--- config.mk ---
export PLATFORM = sky130hd
export DESIGN_NAME = exp_accel_core
export DESIGN_NICKNAME = d
export VERILOG_FILES = /design/src/rtl/exp_accel_pkg.sv /design/src/rtl/exp_accel_engine.sv /design/src/rtl/exp_accel_core.sv
export SDC_FILE = /design/constraint.sdc
export NUM_CORES = 2
export LEC_CHECK = 0
export ABC_AREA = 1
export BUFFER_PORTS_ARGS = -buffer_cell sky130_fd_sc_hd__buf_2
export CELL_PAD_IN_SITES_DETAIL_PLACEMENT = 0
export CELL_PAD_IN_SITES_GLOBAL_PLACEMENT = 2
export CORE_MARGIN = 2
export CORE_UTILIZATION = 41
export DETAILED_ROUTE_END_ITERATION = 10
export GPL_TIMING_DRIVEN = 0
export PLACE_DENSITY = 0.95
export SLEW_MARGIN = 20
export SYNTH_ARGS = -nofsm -noshare
export SYNTH_HDL_FRONTEND = slang
export SYNTH_SLANG_ARGS = --single-unit
--- constraint.sdc ---
create_clock -name clk -period 9.9 [get_ports clk]
set_input_delay 2.475 -clock clk [delete_from_list [all_inputs] [get_ports clk]]
set_output_delay 2.475 -clock clk [all_outputs]
set_load 0.1 [all_outputs]
--- src/rtl/exp_accel_pkg.sv ---
// Shared definitions for the exponent accelerator.
// Holds the register word addresses, the STATUS bit positions and the
// engine state encoding. Both the Avalon front end and the engine import it.
package exp_accel_pkg;

    typedef enum logic [2:0] {
        ADDR_BASE   = 3'd0,
        ADDR_EXP    = 3'd1,
        ADDR_CTRL   = 3'd2,
        ADDR_STATUS = 3'd3,
        ADDR_RESULT = 3'd4
    } reg_addr_e;

    localparam int ST_BUSY = 0;
    localparam int ST_DONE = 1;
    localparam int ST_OVF  = 2;

    typedef enum logic [1:0] {
        IDLE = 2'd0,
        RUN  = 2'd1,
        DONE = 2'd2
    } eng_state_e;

endpackage

--- src/rtl/exp_accel_engine.sv ---
// Iterative square-and-multiply engine: result = base^exp, truncated to WIDTH.
// One exponent bit is consumed per RUN cycle, LSB first.
// Ports:
//   clk, rst_n  - clock, asynchronous active-low reset
//   start       - one-cycle start request (ignored while running)
//   base, exp   - operands, snapshotted on an accepted start
//   busy        - computation in progress
//   done        - result valid; held until next accepted start or reset
//   overflow    - the true power did not fit in WIDTH bits
//   result      - truncated power
module exp_accel_engine
    import exp_accel_pkg::*;
#(
    parameter int WIDTH = 32
) (
    input  logic             clk,
    input  logic             rst_n,
    input  logic             start,
    input  logic [WIDTH-1:0] base,
    input  logic [WIDTH-1:0] exp,
    output logic             busy,
    output logic             done,
    output logic             overflow,
    output logic [WIDTH-1:0] result
);

    eng_state_e state_q, state_d;

    logic [WIDTH-1:0]   acc_q, b_q, e_q;
    logic               b_ovf_q;
    logic               ovf_q;
    logic [WIDTH-1:0]   result_q;

    logic [2*WIDTH-1:0] prod_ab, prod_bb;
    logic [WIDTH-1:0]   e_shift;
    logic [WIDTH-1:0]   acc_next;
    logic               accept;

    assign prod_ab  = {{WIDTH{1'b0}}, acc_q} * {{WIDTH{1'b0}}, b_q};
    assign prod_bb  = {{WIDTH{1'b0}}, b_q} * {{WIDTH{1'b0}}, b_q};
    assign e_shift  = e_q >> 1;
    assign acc_next = e_q[0] ? prod_ab[WIDTH-1:0] : acc_q;
    // Starts are honoured from IDLE and DONE only; a start during RUN is dropped.
    assign accept   = start && (state_q != RUN);

    always_ff @(posedge clk or negedge rst_n) begin
        if (!rst_n) state_q <= IDLE;
        else        state_q <= state_d;
    end

    always_comb begin
        state_d = state_q;
        case (state_q)
            IDLE, DONE: if (start) state_d = (exp == '0) ? DONE : RUN;
            RUN:        if (e_shift == '0) state_d = DONE;
            default:    state_d = IDLE;
        endcase
    end

    always_ff @(posedge clk or negedge rst_n) begin
        if (!rst_n) begin
            acc_q    <= '0;
            b_q      <= '0;
            e_q      <= '0;
            b_ovf_q  <= 1'b0;
            ovf_q    <= 1'b0;
            result_q <= '0;
        end else if (accept) begin
            acc_q   <= {{(WIDTH-1){1'b0}}, 1'b1};
            b_q     <= base;
            e_q     <= exp;
            b_ovf_q <= 1'b0;
            ovf_q   <= 1'b0;
            if (exp == '0) result_q <= {{(WIDTH-1){1'b0}}, 1'b1};
        end else if (state_q == RUN) begin
            if (e_q[0]) begin
                acc_q <= prod_ab[WIDTH-1:0];
                // A truncated b only matters if it multiplies a non-zero acc;
                // the old acc is the one that meets the bad b.
                if (prod_ab[2*WIDTH-1:WIDTH] != '0 || (b_ovf_q && acc_q != '0))
                    ovf_q <= 1'b1;
            end
            b_q <= prod_bb[WIDTH-1:0];
            if (prod_bb[2*WIDTH-1:WIDTH] != '0) b_ovf_q <= 1'b1;
            e_q <= e_shift;
            if (e_shift == '0) result_q <= acc_next;
        end
    end

    assign busy     = (state_q == RUN);
    assign done     = (state_q == DONE);
    assign overflow = ovf_q;
    assign result   = result_q;

endmodule

--- src/rtl/exp_accel_core.sv ---
// Avalon-MM slave wrapper around the power engine.
// Word map: 0 BASE (rw), 1 EXP (rw), 2 CTRL (wo, bit0 = start),
//           3 STATUS (ro: busy/done/overflow), 4 RESULT (ro), 5-7 read 0.
// Ports:
//   clk, rst_n     - clock, asynchronous active-low reset
//   avs_address    - word address
//   avs_read       - read strobe, data returned next cycle
//   avs_write      - write strobe
//   avs_writedata  - write data
//   avs_readdata   - registered read data, held between reads
module exp_accel_core
    import exp_accel_pkg::*;
#(
    parameter int WIDTH = 32
) (
    input  logic             clk,
    input  logic             rst_n,
    input  logic [2:0]       avs_address,
    input  logic             avs_read,
    input  logic             avs_write,
    input  logic [WIDTH-1:0] avs_writedata,
    output logic [WIDTH-1:0] avs_readdata
);

    logic [WIDTH-1:0] base_q, exp_q;
    logic [WIDTH-1:0] rd_mux;
    logic [WIDTH-1:0] result;
    logic             busy, done, overflow;
    logic             start;

    assign start = avs_write && (avs_address == ADDR_CTRL) && avs_writedata[0];

    // Operand registers stay writable while the engine runs; the engine
    // works from its own snapshot.
    always_ff @(posedge clk or negedge rst_n) begin
        if (!rst_n) begin
            base_q <= '0;
            exp_q  <= '0;
        end else if (avs_write) begin
            if (avs_address == ADDR_BASE) base_q <= avs_writedata;
            if (avs_address == ADDR_EXP)  exp_q  <= avs_writedata;
        end
    end

    exp_accel_engine #(.WIDTH(WIDTH)) u_engine (
        .clk      (clk),
        .rst_n    (rst_n),
        .start    (start),
        .base     (base_q),
        .exp      (exp_q),
        .busy     (busy),
        .done     (done),
        .overflow (overflow),
        .result   (result)
    );

    always_comb begin
        rd_mux = '0;
        case (avs_address)
            ADDR_BASE:   rd_mux = base_q;
            ADDR_EXP:    rd_mux = exp_q;
            ADDR_STATUS: begin
                rd_mux[ST_BUSY] = busy;
                rd_mux[ST_DONE] = done;
                rd_mux[ST_OVF]  = overflow;
            end
            ADDR_RESULT: rd_mux = result;
            default:     rd_mux = '0;
        endcase
    end

    always_ff @(posedge clk or negedge rst_n) begin
        if (!rst_n)        avs_readdata <= '0;
        else if (avs_read) avs_readdata <= rd_mux;
    end

endmodule

Word level (Yosys, flattened, before mapping)
Index checks and enable logic that the tools add are counted.
{"block": "totals", "ff_bits": 228, "in_bits": 39, "out_inout_bits": 32, "word_cells": 70}
{"block": "op_classes", "multipliers": 2, "eq_ne": 10, "muxes": 24, "reduce_logical": 24}
{"op": "$mux 32", "count": 11}
{"op": "$mul 32x32->64", "count": 2}
{"op": "$reduce_bool 32->1", "count": 3}
{"op": "$pmux 29 s3", "count": 1}
{"op": "$logic_not 32->1", "count": 2}
{"op": "$pmux 3 s4", "count": 1}
{"op": "$reduce_bool 2->1", "count": 5}
{"op": "$reduce_and 2->1", "count": 4}
{"op": "$mux 1", "count": 7}
{"op": "$eq 3x2->1 const B", "count": 2}
{"op": "$mux 2", "count": 3}
{"op": "$ne 2x1->1 const B", "count": 3}
{"op": "$reduce_and 3->1", "count": 2}
{"op": "$logic_and 1x1->1", "count": 4}
{"op": "$pmux 2 s2", "count": 1}
{"op": "$eq 3x1->1 const B", "count": 1}
{"op": "$eq 3x3->1 const B", "count": 1}
{"op": "$logic_not 3->1", "count": 1}
{"op": "$eq 2x1->1 const B", "count": 1}
{"op": "$eq 2x2->1 const B", "count": 1}
{"op": "$logic_not 2->1", "count": 1}
{"op": "$ne 2x2->1 const B", "count": 1}
{"op": "$reduce_or 2->1", "count": 1}
{"op": "$logic_or 1x1->1", "count": 1}

Logic depth before layout (Yosys ltp)
{"block": "logic_depth", "depth_word": 7, "mapped_depth": 40, "ltp_nobuf": 38}

Hierarchy
Synthesis repeated with hierarchy kept, for this count alone.
{"block": "hier_totals", "cells_unflattened": 10044, "hier_area_um2": 76976.3}
{"module": "exp_accel_engine", "n_inst": 1, "cells_per_inst": 9513, "area_per_inst_um2": 72687.2, "seq_area_each_um2": 3303.2}
{"module": "exp_accel_core", "n_inst": 1, "cells_per_inst": 531, "area_per_inst_um2": 4289.1, "seq_area_each_um2": 2402.3}

Worst setup path after synthesis
Ideal clock, no wire load.
{"block": "synth_timing", "path_kind": "flip-flop to flip-flop", "start": "register u_engine.b_q[19]", "end": "register u_engine.b_ovf_q", "setup_time_ns": 0.117, "arrival_ns": 6.795, "required_time_ns": 9.783, "setup_slack_ns": 2.989, "stages_incl_launch_ff": 34, "n_path_buf": 2, "synth_period_minus_slack_ns": 6.911, "path_cell_list": "dfrtp_1 -> clkbuf_1 -> buf_1 -> nand2_1 -> fa_1 -> inv_1 -> fa_1 -> fa_1 -> inv_1 -> fa_1 -> inv_1 -> fa_1 -> fa_1 -> fa_1 -> inv_1 -> fa_1 -> inv_1 -> ha_1 -> nand2_2 -> inv_1 -> a21oi_2 -> inv_2 -> a21oi_1 -> nand3_1 -> nand2_1 -> nand3_1 -> nand2_1 -> nand2_1 -> nor2_1 -> nand2_1 -> nor2_1 -> nand3_1 -> nand2_1 -> nand2_1"}
{"block": "synth_between", "elab_chain_len": 4}
{"element": "start: declaration", "line": "exp_accel_engine.sv:29", "source": "logic [WIDTH-1:0] acc_q, b_q, e_q;"}
{"element": "start signal: assignment", "line": "exp_accel_engine.sv:70", "source": "b_q <= base;"}
{"element": "start signal: assignment", "line": "exp_accel_engine.sv:83", "source": "b_q <= prod_bb[WIDTH-1:0];"}
{"element": "$mul 32x32->64", "line": "exp_accel_engine.sv:40", "source": "assign prod_bb = {{WIDTH{1'b0}}, b_q} * {{WIDTH{1'b0}}, b_q};"}
{"element": "$reduce_bool 32->1", "line": "exp_accel_engine.sv:84", "source": "if (prod_bb[2*WIDTH-1:WIDTH] != '0) b_ovf_q <= 1'b1;"}
{"element": "$reduce_bool 2->1 (no line)"}
{"element": "$reduce_and 2->1 (no line)"}
{"element": "end signal: assignment", "line": "exp_accel_engine.sv:65", "source": "b_ovf_q <= 1'b0;"}
{"element": "end signal: assignment", "line": "exp_accel_engine.sv:72", "source": "b_ovf_q <= 1'b0;"}
{"element": "end signal: assignment", "line": "exp_accel_engine.sv:84"}
{"element": "end: declaration", "line": "exp_accel_engine.sv:30", "source": "logic b_ovf_q;"}
Every way passes these cells.
A chain may end at the register's enable or synchronous reset.

Final worst setup path
{"block": "layout_timing", "start": "register u_engine.b_q[0]", "end": "register u_engine.b_q[30]"}
{"block": "layout_between", "elab_chain_len": 3}
{"element": "$mul 32x32->64", "line": "exp_accel_engine.sv:40"}
{"element": "$mux 32", "line": "exp_accel_engine.sv:75", "source": "end else if (state_q == RUN) begin"}
{"element": "$mux 32", "line": "exp_accel_engine.sv:68", "source": "end else if (accept) begin"}
Every way passes these cells. The select of a mux whose other input is x is not followed.

==> results.cfg <==
[logic_synthesis]
synth-seq-area-share_pct = 7.400
syn_area_per_cell_um2 = 7.702
ys.flop_type = dfrtp_1
async_flop_share_pct = 100.0
ys_ff_latch = 228
yosysWarnings = 0
ys_top_cells_by_area = fa_1 44%, inv_1 15%, nand2_1 14%, ha_1 8.6%, dfrtp_1 7.4%
synth_edf_count = 0
syn_nets = 12290
netlist-cell-type-count = 47
synthCells = 10010
synth_area_um2 = 77100
yosysTopAreaCell = fa_1
yosys.area.top_type_share_pct = 44.35

[floorplan]
die-area_um2 = 191500
core_area_um2 = 187400
die_w_um = 437.6
ioPinCount = 71
rows = 159
die_height_um = 437.6
initial_core_util_pct = 41.14

[sta]
slew_viol_final = 0
setup_violations = 0
rsz0062_at_grt = no
fmax_mhz = 103.3
finalHoldViolations = 0
tightest_slew_ns = 1.322
finalCritPeriodShare_pct = 97.82
clock_skew_ns = 0.04451
fin_crit_ns = 9.684
relSlewSlack_pct = 11.86

[run_status]
status = complete, no violations

[global_routing]
grt_pass1_wl_um = 476800
grt_pass1_vias = 67430
grt_max_degree = 84
antenna_found_initial = 27
overflow = 0
grt_use_total_pct = 34.97

[route]
dr_total_vias = 64900
wl_per_cell_um = 26.29
postRouteAntennaNets = 0
drt_drc_violations_left = 0
wirelength_um = 332300
drtIter0Drc = 6665
via_per_inst = 5.135
dr.pass1.iters = 9

[layout]
final_cells = 12640
fin_area_um2 = 82000
synthToLayoutAreaGrowth_pct = 6.358
drive_above_1_share_pct = 4.204
multi_input_area_um2 = 58140
register_area_um2 = 5705
nFillCells = 19500
layout.nets = 12390

[worst_hold_path]
hold_start = u_engine.result[6]
whs_path_depth = 2
min_path_type = register to register
hold_end = u_engine.result[6]

[placement]
dpl.hpwl_um = 286300
place.gp.congestion = 1.019
dpl.cell_count = 12580
numPortBuffers = 69
placed_area_um2 = 80930

[setup_path]
cp_data_required_time_ns = 10.28
arrival_ns = 10.07
r2r-end = u_engine.b_q[30]
rr_startpoint = u_engine.b_q[0]
worst-r2r-cell-count = 26
crit_type = register to register
cp-end-kind = register
reg2reg_slack_ns = 0.22
crit_fanout = 10
startpoint_type = register

[cts]
clk_latency_ns = 0.58
htree_levels = 1
clk_pin_slew_ns = 0.07
post_cts_buffers = 0
root_buffer = clkbuf_16
cts.path.max_buffers = 3
postCtsHoldBufs = 0
numClockSinks = 228
cts_tree = done
cts_buffers = 26

[flow_run]
cap_viol_max_count = 0
-- placed cells by master (no fill, tap or decap), types with 8 or more instances in the layout --
cell       instances
inv_1           3083
nand2_1         2858
fa_1            1708
ha_1             528
nor2_1           257
o21ai_0          242
clkbuf_1         236
dfrtp_1          228
nand3_1          136
buf_2            123
a21oi_1          102
clkbuf_2          72
buf_1             51
xor2_1            48
nor2_2            44
nand4_1           42
o211ai_1          41
mux2_2            32
xnor2_1           30
nand2_2           27
clkbuf_16         27
nor4_1            26
inv_2             22
nor3_1            20
nand3_2           17
o21bai_1          16
diode_2           10
o221ai_1          10
o21ai_1            9
a21oi_2            8
buf_16             8
-- area by class of cell --
type                            instances  area share (%)
Inverter                             3107           14.22
Clock buffer                           33          0.9247
Tap cell                             2495           3.807
Multi-Input combinational cell       6252           70.90
Antenna cell                           10         0.03052
Buffer                                421           2.170
Clock inverter                         15          0.2686
Sequential cell                       228           6.958
Timing Repair Buffer                   78          0.7156
-- registers in the layout, indices dropped and copies added, names as in the netlist --
name	count
avs_readdata	32
exp_q	32
u_engine.result	32
u_engine.overflow	1
u_engine.state_q	2
u_engine.acc_q	32
u_engine.b_q	32
base_q	32
u_engine.b_ovf_q	1
u_engine.e_q	32
-- Yosys cell counts (20+ instances only) --
master and count:
nand2_1 2858, fa_1 1708, inv_1 3083, dfrtp_1 228, nor3_1 20, nand4_1 42, mux2_2 32, a21oi_1 105
nor2_2 44, nand3_1 136, inv_2 22, o211ai_1 41, clkbuf_1 291, xnor2_1 30, ha_1 528, xor2_1 48
o21ai_0 242, nand2_2 27, nor2_1 257, nor4_1 26, buf_1 122
-- stage by stage --
stage / util, % / setup TNS (ns) / hold slack [ns] / setup slack [ns]
after floorplan: - / 0 / 0.4426 / 2.989
after global placement: 42.99 / -1.241 / 0.4683 / -1.047
after detailed placement: 43.18 / -0.2238 / 0.4734 / -0.2238
after CTS: 43.72 / 0 / 0.4893 / 0.06466
after global routing: 43.74 / 0 / 0.5085 / 0.001101
final: 43.76 / 0 / 0.4844 / 0.2156
-- worst max-delay path, cell delays in order (launching register included) --
cell and delay (ns):
dfrtp_1 0.32, clkbuf_1 0.70, clkbuf_2 0.77, buf_1 0.67, nand2_1 0.48, fa_1 0.55, fa_1 0.46, fa_1 0.49
inv_1 0.04, ha_1 0.19, fa_1 0.48, fa_1 0.52, fa_1 0.50, inv_1 0.05, fa_1 0.49, inv_1 0.05
ha_1 0.44, nand2_1 0.13, nand2_1 0.17, a21oi_1 0.28, nand2_1 0.19, nand2_1 0.13, nand3_1 0.23, xnor2_1 0.72
nand2_1 0.17, o211ai_1 0.14, o21ai_0 0.11
-- what timing repair did --
action | 4_1_cts | 5_1_grt
endpoints found under the setup margin | 1 | 1
pin swaps | 0 | 0
resized for setup | 6 | 52
-- worst max path at each step --
| stage | to | startpoint | slack [ns] |
|---|---|---|---|
| floorplan | u_engine.b_ovf_q | u_engine.b_q[19] | 2.99 |
| global placement | u_engine.b_ovf_q | u_engine.b_q[5] | -1.05 |
| detailed placement | u_engine.b_ovf_q | u_engine.b_q[16] | -0.22 |
| CTS | u_engine.b_ovf_q | u_engine.b_q[19] | 0.06 |
| global route | u_engine.b_ovf_q | u_engine.b_q[29] | 0.001 |
| finish | u_engine.b_q[30] | u_engine.b_q[0] | 0.22 |
-- metal layers --
layer,track usage [%],up-vias,wire (um)
li1,-,28320,-
met1,45.27,32860,130600
met2,55.09,2996,148800
met3,6.579,707,28980
met4,19.70,16,23730
met5,0,-,119
-- cell families (layout without fill, tap and decap cells) --
logic type | count (synthesis) | in the layout | share of synthesized area (%)
and+or+nand+nor | 3457 | 3457 | 17.88
other | 0 | 10 | 0
AOI/OAI and AO/OA | 449 | 449 | 3.244
muxes | 32 | 32 | 0.4674
adders and majority gates | 2236 | 2236 | 52.92
buffers and inverters | 3530 | 3654 | 17.20
xor gates and xnor gates | 78 | 78 | 0.8861
DFF | 228 | 228 | 7.400
Power is left out: the tool's default activity adds up to more than one toggle a clock period on the data nets, which glitch-free logic cannot reach.
